===== src/rtl/step_dir_timing.sv =====
// -----------------------------------------------------------------------------
// step_dir_timing
//   Output conditioner between a step generator's STP/DIR pair and the pins of
//   an external stepper driver. Every rising edge of step_in is one requested
//   step, accumulated as a signed pending count. Queued steps are replayed as
//   driver-legal pulses (minimum high time, minimum space, DIR setup and hold
//   around every reversal). The position of the issued steps is also kept.
//
// Ports
//   clk       in   system clock, all logic on posedge
//   rst       in   synchronous active-high reset
//   step_in   in   raw STP, rising edge = one step request
//   dir_in    in   raw DIR (1 = positive), sampled with the step_in edge
//   enable    in   1 = issue queued steps, 0 = stop after the current pulse
//   clr_ovf   in   clears the sticky overflow flag
//   step_out  out  conditioned step pulse
//   dir_out   out  conditioned direction
//   busy      out  1 whenever the sequencer is not idle
//   overflow  out  sticky, set when a request is dropped at the pending limit
//   pending   out  signed count of queued, not yet issued steps
//   position  out  signed count of issued steps, wraps modulo 2^32
// -----------------------------------------------------------------------------
module step_dir_timing #(
   parameter int STEP_LEN   = 100,
   parameter int STEP_SPACE = 100,
   parameter int DIR_SETUP  = 50,
   parameter int DIR_HOLD   = 50,
   parameter int PEND_W     = 8
) (
   input  logic                     clk,
   input  logic                     rst,
   input  logic                     step_in,
   input  logic                     dir_in,
   input  logic                     enable,
   input  logic                     clr_ovf,
   output logic                     step_out,
   output logic                     dir_out,
   output logic                     busy,
   output logic                     overflow,
   output logic signed [PEND_W-1:0] pending,
   output logic signed [31:0]       position
);

   localparam int PMAX    = (1 << (PEND_W - 1)) - 1;
   localparam int CNT_M1  = (STEP_LEN > STEP_SPACE) ? STEP_LEN : STEP_SPACE;
   localparam int CNT_MAX = (CNT_M1 > DIR_SETUP) ? CNT_M1 : DIR_SETUP;
   localparam int CNT_W   = $clog2(CNT_MAX + 1);
   localparam int HOLD_W  = $clog2(DIR_HOLD + 1);
   // Two guard bits so pending +/- both deltas can never wrap before the limit test.
   localparam int EXT_W   = PEND_W + 2;

   localparam logic signed [EXT_W-1:0] PMAX_X = EXT_W'(PMAX);
   localparam logic signed [EXT_W-1:0] ONE_X  = EXT_W'(1);
   localparam logic signed [EXT_W-1:0] ZERO_X = '0;
   localparam logic [HOLD_W-1:0]       HOLD_X = HOLD_W'(DIR_HOLD);

   typedef enum logic [2:0] {
      S_IDLE,
      S_DIR_WAIT,
      S_DIR_SETUP,
      S_STEP_HIGH,
      S_STEP_LOW
   } state_t;

   state_t                     state_q, state_d;
   logic [CNT_W-1:0]           cnt_q, cnt_d;
   logic [HOLD_W-1:0]          hold_q, hold_d;
   logic                       step_in_q, step_in_d;
   logic                       step_out_q, step_out_d;
   logic                       dir_out_q, dir_out_d;
   logic                       ovf_q, ovf_d;
   logic signed [PEND_W-1:0]   pend_q, pend_d;
   logic signed [31:0]         pos_q, pos_d;

   logic                       rise;
   logic                       commit;
   logic                       drop;
   logic                       pend_zero;
   logic                       dir_match;
   logic signed [EXT_W-1:0]    pend_ext;
   logic signed [EXT_W-1:0]    in_delta;
   logic signed [EXT_W-1:0]    out_delta;
   logic signed [EXT_W-1:0]    pend_full;

   always_comb begin
      // NOTE: every signal written here gets a default first, so no path leaves
      // it unassigned and no latch is inferred.
      state_d    = state_q;
      cnt_d      = cnt_q;
      dir_out_d  = dir_out_q;
      pos_d      = pos_q;
      commit     = 1'b0;
      out_delta  = ZERO_X;
      step_in_d  = step_in;

      rise      = step_in & ~step_in_q;
      in_delta  = rise ? (dir_in ? ONE_X : -ONE_X) : ZERO_X;
      pend_zero = (pend_q == '0);
      // A nonzero pending count agrees with dir_out when its sign is the direction.
      dir_match = (~pend_q[PEND_W-1]) == dir_out_q;

      unique case (state_q)
         S_IDLE: begin
            if (enable && !pend_zero) begin
               if (dir_match) commit  = 1'b1;
               else           state_d = S_DIR_WAIT;
            end
         end
         S_DIR_WAIT: begin
            if (pend_zero) begin
               state_d = S_IDLE;
            end else if (hold_q == HOLD_X) begin
               dir_out_d = ~pend_q[PEND_W-1];
               cnt_d     = '0;
               state_d   = S_DIR_SETUP;
            end
         end
         S_DIR_SETUP: begin
            if (cnt_q == CNT_W'(DIR_SETUP - 1)) begin
               // Requests may have arrived during setup, so re-check before issuing.
               if (pend_zero)       state_d = S_IDLE;
               else if (!dir_match) state_d = S_DIR_WAIT;
               else                 commit  = 1'b1;
            end else begin
               cnt_d = cnt_q + CNT_W'(1);
            end
         end
         S_STEP_HIGH: begin
            if (cnt_q == CNT_W'(STEP_LEN - 1)) begin
               cnt_d   = '0;
               state_d = S_STEP_LOW;
            end else begin
               cnt_d = cnt_q + CNT_W'(1);
            end
         end
         S_STEP_LOW: begin
            if (cnt_q == CNT_W'(STEP_SPACE - 1)) begin
               cnt_d   = '0;
               state_d = S_IDLE;
            end else begin
               cnt_d = cnt_q + CNT_W'(1);
            end
         end
         default: state_d = S_IDLE;
      endcase

      if (commit) begin
         state_d   = S_STEP_HIGH;
         cnt_d     = '0;
         out_delta = dir_out_q ? ONE_X : -ONE_X;
         pos_d     = pos_q + (dir_out_q ? 32'sd1 : -32'sd1);
      end

      // step_out is registered from the next state so the pin never glitches.
      step_out_d = (state_d == S_STEP_HIGH);

      hold_d = hold_q;
      if (step_out_q && !step_out_d) hold_d = '0;
      else if (hold_q != HOLD_X)     hold_d = hold_q + HOLD_W'(1);

      // The committed step always moves pending toward zero, so only in_delta
      // can push it past the limit; that request is the one dropped.
      pend_ext  = {{2{pend_q[PEND_W-1]}}, pend_q};
      pend_full = pend_ext + in_delta - out_delta;
      drop      = (pend_full > PMAX_X) || (pend_full < -PMAX_X);
      pend_d    = drop ? PEND_W'(pend_ext - out_delta) : pend_full[PEND_W-1:0];

      // A new overflow event outranks a clear in the same cycle.
      ovf_d = ovf_q;
      if (clr_ovf) ovf_d = 1'b0;
      if (drop)    ovf_d = 1'b1;
   end

   always_ff @(posedge clk) begin
      // NOTE: state is updated with non-blocking assignments so every flop
      // samples the pre-edge values regardless of statement order.
      if (rst) begin
         state_q    <= S_IDLE;
         cnt_q      <= '0;
         hold_q     <= HOLD_X;   // first reversal after reset is not delayed
         step_in_q  <= 1'b0;
         step_out_q <= 1'b0;
         dir_out_q  <= 1'b0;
         ovf_q      <= 1'b0;
         pend_q     <= '0;
         pos_q      <= '0;
      end else begin
         state_q    <= state_d;
         cnt_q      <= cnt_d;
         hold_q     <= hold_d;
         step_in_q  <= step_in_d;
         step_out_q <= step_out_d;
         dir_out_q  <= dir_out_d;
         ovf_q      <= ovf_d;
         pend_q     <= pend_d;
         pos_q      <= pos_d;
      end
   end

   assign step_out = step_out_q;
   assign dir_out  = dir_out_q;
   assign busy     = (state_q != S_IDLE);
   assign overflow = ovf_q;
   assign pending  = pend_q;
   assign position = pos_q;

endmodule

===== config.mk =====
export PLATFORM = sky130hd
export DESIGN_NAME = step_dir_timing
export DESIGN_NICKNAME = d
export VERILOG_FILES = /design/src/rtl/step_dir_timing.sv
export SDC_FILE = /design/constraint.sdc
export NUM_CORES = 1
export LEC_CHECK = 0
export ABC_AREA = 1
export BUFFER_PORTS_ARGS = -buffer_cell sky130_fd_sc_hd__buf_4
export CORE_MARGIN = 8
export CORE_UTILIZATION = 61
export DETAILED_ROUTE_END_ITERATION = 12
export PLACE_DENSITY = 0.8
export SYNTH_ARGS = -nofsm -noshare
export SYNTH_HDL_FRONTEND = slang
export SYNTH_SLANG_ARGS = --single-unit

===== constraint.sdc =====
create_clock -name clk -period 5.64 [get_ports clk]
set_input_delay 1.128 -clock clk [delete_from_list [all_inputs] [get_ports clk]]
set_output_delay 1.128 -clock clk [all_outputs]
set_load 0.1 [all_outputs]

==> impl_metrics.env, run 1 <==
export IMPL_instances_no_fill=1062
export IMPL_synthCells=894
export IMPL_grt_pass1_vias=5425
export IMPL_antenna_cells=0
export IMPL_worstSetupPathType="primary input to flop"
export IMPL_start_kind="primary input"
export IMPL_synth_ff_type="dfxtp_1"
export IMPL_critPathMaxStageDelay_ns=0.47
export IMPL_syn_mean_instance_area_um2=6.35
export IMPL_grt_setup_unrepaired="no"
export IMPL_synth_top_cell_area_share_pct=21.2
export IMPL_m1WireLength_um=6510
export IMPL_vias=5786
export IMPL_dr_wl_met2_um=6930
export IMPL_firstDrtPassIters=5
export IMPL_cts_setup_buffers=0
export IMPL_status="complete, no violations"
export IMPL_ys_types=43
export IMPL_grtUsageTotal_pct=22.9
export IMPL_drtAntennaViolNets=0
export IMPL_arrival_ns=4.18
export IMPL_synth_edf_count=0
export IMPL_syn_area_um2=5680
export IMPL_synthTopCellsByArea="dfxtp_1 (21%), nand2_1 (16%), ha_1 (11%)"
export IMPL_rows=35
export IMPL_io_buffer_count=49
export IMPL_core_um2=9150
export IMPL_hp_start="cnt_q[1]$_SDFFE_PP0P_"
export IMPL_numCtsBuffers=9
export IMPL_clk_path_buf_depth=2
export IMPL_finClkSkew_ns=0.0174
export IMPL_slew_headroom_pct=57.9
export IMPL_die_width_um=112
export IMPL_dpl_hpwl_um=11500
export IMPL_fmax_mhz=256
export IMPL_cts_sinks=60
export IMPL_wl_met3_um=567
export IMPL_slowest_stage="fa_1"
export IMPL_timing_final_crit_period_ns=3.90
export IMPL_ys_warn_count=0
export IMPL_async_reset_ff_share_pct=0
export IMPL_top_layer="met4"
export IMPL_maxCapViolCount=0
export IMPL_path_max_fanout=61
export IMPL_post_route_period_util_pct=69.2
export IMPL_final_cell_area_um2=6330
export IMPL_grt_max_degree=62
export IMPL_first_iter_violations=345
export IMPL_synth_seq_area_share_pct=21.2
export IMPL_place_area_um2=6140
export IMPL_path_cells="buf_4 > nand2_1 > nand2_2 > nand3_4 > clkinv_4 > ha_1 > inv_1 > ha_1 > inv_1 > fa_1 > inv_1 > or2_2 > nor2_1 > nand2_1 > nor2_1 > nand3_1 > nand3_4 > nand2_4 > inv_2 > nor2_1 > nor2_1"
export IMPL_htree_levels=3
export IMPL_max_slew_worst_pin_slew_ns=0.628
export IMPL_clock_latency_ns=0.36
export IMPL_endpoint_kind="flop"
export IMPL_dieArea_um2=12600
export IMPL_antenna_found_initial=0
export IMPL_synth_seq_cells=60
export IMPL_place_inst=1046
export IMPL_grt_first_pass_wirelength_um=24200
export IMPL_cts_tree="built"
export IMPL_crit_top_cell="nor2_1"
export IMPL_grt_overflow=0
export IMPL_fin_setup_tns_ns=0
export IMPL_root_buffer="clkbuf_8"
export IMPL_timing_hold_ws_ns=0.507
export IMPL_hold_path_class="flop to flop"
export IMPL_slew_violations=0
export IMPL_gp_congestion=0.979
export IMPL_crit_start="enable"
export IMPL_layout_nets=1014
export IMPL_cts_hold_buf=0
export IMPL_finalHoldViolCount=0
export IMPL_via_per_inst=5.45
export IMPL_critPathRequiredTime_ns=5.92
export IMPL_r2r_start="pending[1]$_SDFF_PP0_"
export IMPL_die_height_um=112
export IMPL_yosys_area_top_type="dfxtp_1"
export IMPL_drive_gt1_share_pct=10.4
export IMPL_wl_um=14400
export IMPL_drc=0
export IMPL_syn_to_final_growth_pct=11.6
export IMPL_wire_per_inst_um=13.6
export IMPL_clkSlewWorstSetupHoldPaths_ns=0.08
export IMPL_cts_resized=0
export IMPL_initial_core_util_pct=62.0
export IMPL_ios=50
export IMPL_finalSetupViolations=0
export IMPL_syn_num_nets=962
==> cells in the mapped netlist, types with 2 or more instances <==
cell type	number
buf_4	3
a21o_1	6
inv_1	141
nand3_2	3
a31oi_1	3
nor2_1	83
or2_2	4
fa_1	10
nor4_1	3
nor3_1	9
ha_1	52
nand3_4	2
nand3b_1	3
clkbuf_1	4
nor2_2	3
o21ai_1	4
o21a_1	15
a21boi_0	2
buf_6	2
xor2_1	9
o21bai_1	7
inv_2	4
nand2_2	6
nand2_1	246
o211ai_1	4
dfxtp_1	60
nand4_1	14
nand3_1	69
xnor2_1	18
buf_2	2
o21ai_0	33
a21oi_1	59
==> registers in the layout (all words and copies together), names as in the netlist <==
register / cells
cnt_q: 7
dir_out: 1
hold_q: 6
overflow: 1
pending: 8
position: 32
state_q: 3
step_in_q: 1
step_out: 1
==> critical path, delay by kind of cell <==
family                     cells  cell delay (ns)
and+or+nand+nor               12             1.28
buffers and inverters          6             0.70
adders and majority gates      3             1.06
==> final timing paths <==
check	to	slack [ns]	cells after the start
max	pending[2]$_SDFF_PP0_	1.74	21
min	cnt_q[1]$_SDFFE_PP0P_	0.51	2
max reg2reg	pending[2]$_SDFF_PP0_	1.75	22
min reg2reg	cnt_q[1]$_SDFFE_PP0P_	0.51	2
==> layout by cell type (no fill, tap or decap), drive strengths merged, types with 18 or more instances in the layout <==
master and n:
inv 146, ha 52, buf 52, dfxtp 60
o21ai 37, nand3 74, nor2 87, a21oi 60
xnor2 18, nand2 253
==> cells by family (layout without fill, tap and decap cells) <==
kind of cell             Yosys count  after routing  synth area share [%]
AO/OA/AOI/OAI                    136            136                  13.9
buffers and inverters            159            216                  11.1
AND/OR/NAND/NOR                  450            450                  34.6
adder cells (fa/ha/maj)           62             62                  15.0
flip-flops                        60             60                  21.2
XOR/XNOR                          27             27                  4.17
==> area by class of cell <==
cell class | instances | area, um2
Multi-Input combinational cell | 675 | 3840
Clock inverter | 7 | 75.1
Inverter | 148 | 562
Clock buffer | 9 | 124
Timing Repair Buffer | 52 | 390
Fill cell | 792 | 2820
Sequential cell | 60 | 1200
Tap cell | 111 | 139
==> per-layer routing <==
layer	global-route usage [%]	up-vias
li1	-	2992
met4	9.71	0
met5	0	-
met2	40.1	136
met1	27.4	2627
met3	3.49	31
==> metrics by stage <==
| stage | setup WS (ns) | util (%) |
|---|---|---|
| floorplan | 0.991 | - |
| global placement | 1.47 | 67.0 |
| detailed placement | 1.40 | 67.0 |
| CTS | 1.73 | 69.2 |
| global route | 1.33 | 69.2 |
| finish | 1.74 | 69.2 |
Power of run 1 is not shown: default switching activity piles up to over one toggle a cycle in this logic, so the estimate is an artifact.
==> run 2, diff against run 1 <==
- CORE_UTILIZATION: 61 -> 55
- PLACE_DENSITY: 0.8 -> 0.76
- clock period: 5.64 -> 3.5 ns (I/O delays scaled with it)
==> impl_metrics.env, run 2 (synthesis results as in run 1) <==
export IMPL_fin_ws_ns=0.0301
export IMPL_critPathRequiredTime_ns=3.75
export IMPL_hp_start="overflow$_SDFFE_PP0P_"
export IMPL_clock_latency_ns=0.35
export IMPL_critPathBufInv=6
export IMPL_status="complete, no violations"
export IMPL_cts_hold_buf=0
export IMPL_path_max_fanout=7
export IMPL_io_buffer_count=49
export IMPL_core_um2=10200
export IMPL_drc=0
export IMPL_finalHoldViolCount=0
export IMPL_critPathMaxStageDelay_ns=0.45
export IMPL_place_area_um2=6400
export IMPL_root_buffer="clkbuf_8"
export IMPL_grtUsageTotal_pct=20.5
export IMPL_antenna_found_initial=0
export IMPL_first_iter_violations=408
export IMPL_layout_nets=1046
export IMPL_grt_setup_unrepaired="yes"
export IMPL_path_cells="inv_2 > ha_4 > inv_2 > nor2_2 > nand4_1 > nand2_2 > nand3_4 > nor2_4 > buf_6 > fa_1 > inv_1 > ha_4 > nand2_1 > inv_1 > a21oi_2 > nand2_1 > nand2_2 > nand2_4 > nor2_4 > nand3_4 > nand2_4 > inv_4 > nor2_1 > nor2_1"
export IMPL_dpl_hpwl_um=11100
export IMPL_fmax_mhz=288
export IMPL_grt_first_pass_wirelength_um=24500
export IMPL_ios=50
export IMPL_dieArea_um2=13800
export IMPL_max_slew_worst_pin_slew_ns=0.602
export IMPL_rows=37
export IMPL_maxCapViolCount=0
export IMPL_via_per_inst=5.29
export IMPL_finClkSkew_ns=0.0137
export IMPL_crit_start="cnt_q[1]$_SDFFE_PP0P_"
export IMPL_multi_input_area_um2=4040
export IMPL_place_ws_ns=-0.246
export IMPL_regArea_um2=1240
export IMPL_slew_violations=0
export IMPL_slew_headroom_pct=59.9
export IMPL_timing_final_crit_period_ns=3.47
export IMPL_slowest_stage="fa_1"
export IMPL_numCtsBuffers=9
export IMPL_syn_to_final_growth_pct=20.0
export IMPL_arrival_ns=3.72
export IMPL_cts_tree="built"
export IMPL_cts_sinks=60
export IMPL_r2r_start="cnt_q[1]$_SDFFE_PP0P_"
export IMPL_drive_gt1_share_pct=18.2
export IMPL_grt_max_degree=60
export IMPL_htree_levels=3
export IMPL_vias=5914
export IMPL_die_height_um=118
export IMPL_start_kind="flop"
export IMPL_clk_path_buf_depth=2
export IMPL_antenna_cells=0
export IMPL_post_route_period_util_pct=99.1
export IMPL_gp_congestion=0.908
export IMPL_worstSetupPathType="flop to flop"
export IMPL_clkSlewWorstSetupHoldPaths_ns=0.08
export IMPL_firstDrtPassIters=5
export IMPL_wire_per_inst_um=13.3
export IMPL_wl_um=14900
export IMPL_initial_core_util_pct=55.7
export IMPL_mostFrequentLayoutCell="nand2_1"
export IMPL_hold_path_class="flop to flop"
export IMPL_finalSetupViolations=0
export IMPL_die_width_um=118
export IMPL_grt_pass1_vias=5518
export IMPL_layout_common_cells="nand2_1 (239), inv_1 (132), buf_4 (80)"
export IMPL_grt_overflow=0
export IMPL_critPathTopFamily="simple AND/OR/NAND/NOR gates"
export IMPL_largest_reg_flops=32
export IMPL_drtAntennaViolNets=0
export IMPL_fillerInstances=948
export IMPL_final_cell_area_um2=6810
export IMPL_endpoint_kind="flop"
[run 2: changes by cell type in the layout (fill, tap and decap cells not counted), moves of 7 or more]
cell	previous run	this run
ha_1	52	44
dfxtp_4	0	8
ha_4	0	7
inv_2	4	12
buf_4	52	80
dfxtp_1	60	48
inv_1	141	132
nand2_1	246	239
[run 2: final cells by class]
cell class                 count  share of cell area, %
timing repair buffer          83                   9.31
clock buffer                   9                   1.82
clock inverter                 7                  0.624
tap                          136                   2.50
inverter                     148                   8.28
multi-input combinational    676                   59.3
sequential                    60                   18.1
[run 2: metrics by stage]
step	TNS [ns]	hold WS, ns	utilization (%)	instances
6_report	0	0.486	66.9	1119
5_1_grt	-1.35	0.527	66.9	1119
4_1_cts	0	0.474	64.6	1113
2_1_floorplan	0	0.475	-	894
3_5_place_dp	-1.85	0.464	62.8	1096
3_3_place_gp	-1.15	0.468	62.8	1096
[run 2: path summary, 6_finish.rpt]
check	to	slack (ns)	depth (start not counted)
hold / removal	overflow$_SDFFE_PP0P_	0.49	2
setup reg to reg	pending[1]$_SDFF_PP0_	0.03	24
setup / recovery	pending[1]$_SDFF_PP0_	0.03	24
hold reg to reg	overflow$_SDFFE_PP0P_	0.49	2
[run 2: repair_timing]
action / CTS / global route
setup buffers: 1 / 5
gates cloned: 0 / 1
pin swaps: 1 / 20
gates resized for setup: 1 / 46
setup endpoints to repair: 7 / 9
[run 2: worst min-delay path: stages (launching register included)]
cell	delay, ns
dfxtp_1	0.31
nand2_1	0.08
a21oi_2	0.05
[run 2: routing by layer]
metal | wire length (um) | up-vias | global-route usage [%]
met4 | 518 | 0 | 8.09
met3 | 631 | 40 | 3.50
met5 | 0 | - | 0
li1 | - | 3052 | -
met2 | 7000 | 145 | 34.9
met1 | 6770 | 2677 | 25.3
Power of run 2 is left out for the same reason.
==> run 3, diff against run 2 <==
- MAX_ROUTING_LAYER: default -> met4
- PLACE_DENSITY: 0.76 -> default
- PLACE_DENSITY_LB_ADDON: default -> 0.1
==> impl_metrics.env, run 3 (synthesis results as in run 1) <==
export IMPL_grt_first_pass_wirelength_um=25700
export IMPL_grt_pass1_vias=5702
export IMPL_layout_common_cells="nand2_1 (234), inv_1 (127), buf_4 (81)"
export IMPL_antenna_found_initial=0
export IMPL_drive_gt1_share_pct=19.5
export IMPL_clkSlewWorstSetupHoldPaths_ns=0.08
export IMPL_mostFrequentLayoutCell="nand2_1"
export IMPL_firstDrtPassIters=5
export IMPL_max_slew_worst_pin_slew_ns=0.732
export IMPL_wire_per_inst_um=13.7
export IMPL_syn_to_final_growth_pct=20.6
export IMPL_grt_setup_unrepaired="yes"
export IMPL_via_per_inst=5.29
export IMPL_htree_levels=3
export IMPL_clk_path_buf_depth=2
export IMPL_slew_headroom_pct=51.2
export IMPL_rows=37
export IMPL_final_cell_area_um2=6850
export IMPL_arrival_ns=3.62
export IMPL_start_kind="flop"
export IMPL_worstSetupPathType="flop to flop"
export IMPL_layout_nets=1045
export IMPL_place_area_um2=6390
export IMPL_vias=5918
export IMPL_timing_final_crit_period_ns=3.34
export IMPL_path_max_fanout=8
export IMPL_status="complete, no violations"
export IMPL_hold_path_class="flop to flop"
export IMPL_gp_congestion=0.928
export IMPL_dieArea_um2=13800
export IMPL_antenna_cells=0
export IMPL_clock_latency_ns=0.36
export IMPL_finClkSkew_ns=0.0164
export IMPL_timing_hold_ws_ns=0.495
export IMPL_dpl_hpwl_um=12000
export IMPL_endpoint_kind="flop"
export IMPL_critPathMaxStageDelay_ns=0.53
export IMPL_grt_overflow=0
export IMPL_root_buffer="clkbuf_8"
export IMPL_finalHoldViolCount=0
export IMPL_drc=0
export IMPL_fillerInstances=912
export IMPL_wl_um=15300
export IMPL_cts_tree="built"
export IMPL_cts_hold_buf=0
export IMPL_finalSetupViolations=0
export IMPL_ios=50
export IMPL_die_width_um=118
export IMPL_initial_core_util_pct=55.7
export IMPL_io_buffer_count=49
export IMPL_largest_reg_flops=32
export IMPL_die_height_um=118
export IMPL_path_cells="inv_2 > ha_4 > inv_2 > nor2_2 > nand4_1 > nand2_2 > nand3_4 > buf_12 > clkinv_4 > ha_4 > inv_2 > ha_2 > inv_2 > fa_1 > inv_1 > or2_4 > nor2_2 > nand2_1 > nor2_2 > nand3_2 > nand3_4 > nand2_4 > buf_4 > a21oi_1"
export IMPL_grt_max_degree=61
export IMPL_crit_top_cell="inv_2"
export IMPL_fmax_mhz=300
export IMPL_slowest_stage="fa_1"
export IMPL_post_route_period_util_pct=95.3
export IMPL_maxCapViolCount=0
export IMPL_grtUsageTotal_pct=22.4
export IMPL_drtAntennaViolNets=0
export IMPL_cts_sinks=60
export IMPL_critPathRequiredTime_ns=3.78
export IMPL_numCtsBuffers=9
export IMPL_slew_violations=0
export IMPL_core_um2=10200
export IMPL_first_iter_violations=412
==> run 3: final cells by class <==
| class | instances | area, um2 | area share [%] |
|---|---|---|---|
| Multi-Input combinational cell | 675 | 4050 | 59.2 |
| Clock buffer | 9 | 124 | 1.81 |
| Sequential cell | 60 | 1230 | 18.0 |
| Inverter | 148 | 567 | 8.28 |
| Tap cell | 136 | 170 | 2.48 |
| Timing Repair Buffer | 83 | 648 | 9.46 |
| Clock inverter | 7 | 52.6 | 0.767 |
==> run 3: path summary, 6_finish.rpt <==
path	slack, ns	cells after the start	to	startpoint
worst max-delay path	0.16	24	overflow$_SDFFE_PP0P_	cnt_q[1]$_SDFFE_PP0P_
worst min-delay path	0.50	2	position[2]$_SDFFE_PP0P_	position[2]$_SDFFE_PP0P_
worst max register to register	0.16	24	overflow$_SDFFE_PP0P_	cnt_q[1]$_SDFFE_PP0P_
worst min register to register	0.50	2	position[2]$_SDFFE_PP0P_	position[2]$_SDFFE_PP0P_
==> run 3: worst max-delay path: cells and delay by family, from the launching register on <==
family | cells | cell delay, ns
and+or+nand+nor | 11 | 1.21
adders and majority gates | 4 | 1.03
buffers and inverters | 8 | 0.56
DFF | 1 | 0.34
AOI/OAI and AO/OA | 1 | 0.11
==> run 3: per-stage QoR <==
step                std cells  util (%)  setup TNS [ns]  setup slack, ns
floorplan                 894         -               0          0.00848
global placement         1094      62.8           -1.45           -0.188
detailed placement       1094      62.8           -1.76           -0.234
CTS                      1113      65.1               0           0.0146
global route             1118      67.2          -0.213          -0.0335
finish                   1118      67.2               0            0.164
==> run 3: per-layer routing <==
| layer | vias to the layer above | global-route usage [%] | wire length, um |
|---|---|---|---|
| met5 | - | - | 0 |
| met2 | 155 | 36.9 | 7220 |
| met3 | 35 | 3.55 | 763 |
| li1 | 3053 | - | - |
| met1 | 2675 | 27.0 | 6860 |
| met4 | 0 | 8.81 | 444 |
==> run 3: timing repair <==
action,4_1_cts,5_1_grt
pin swaps,5,25
gates resized for setup,8,49
buffers inserted,3,5
hold endpoints to repair,0,0
endpoints found under the setup margin,8,9
Power of run 3 is left out for the same reason.
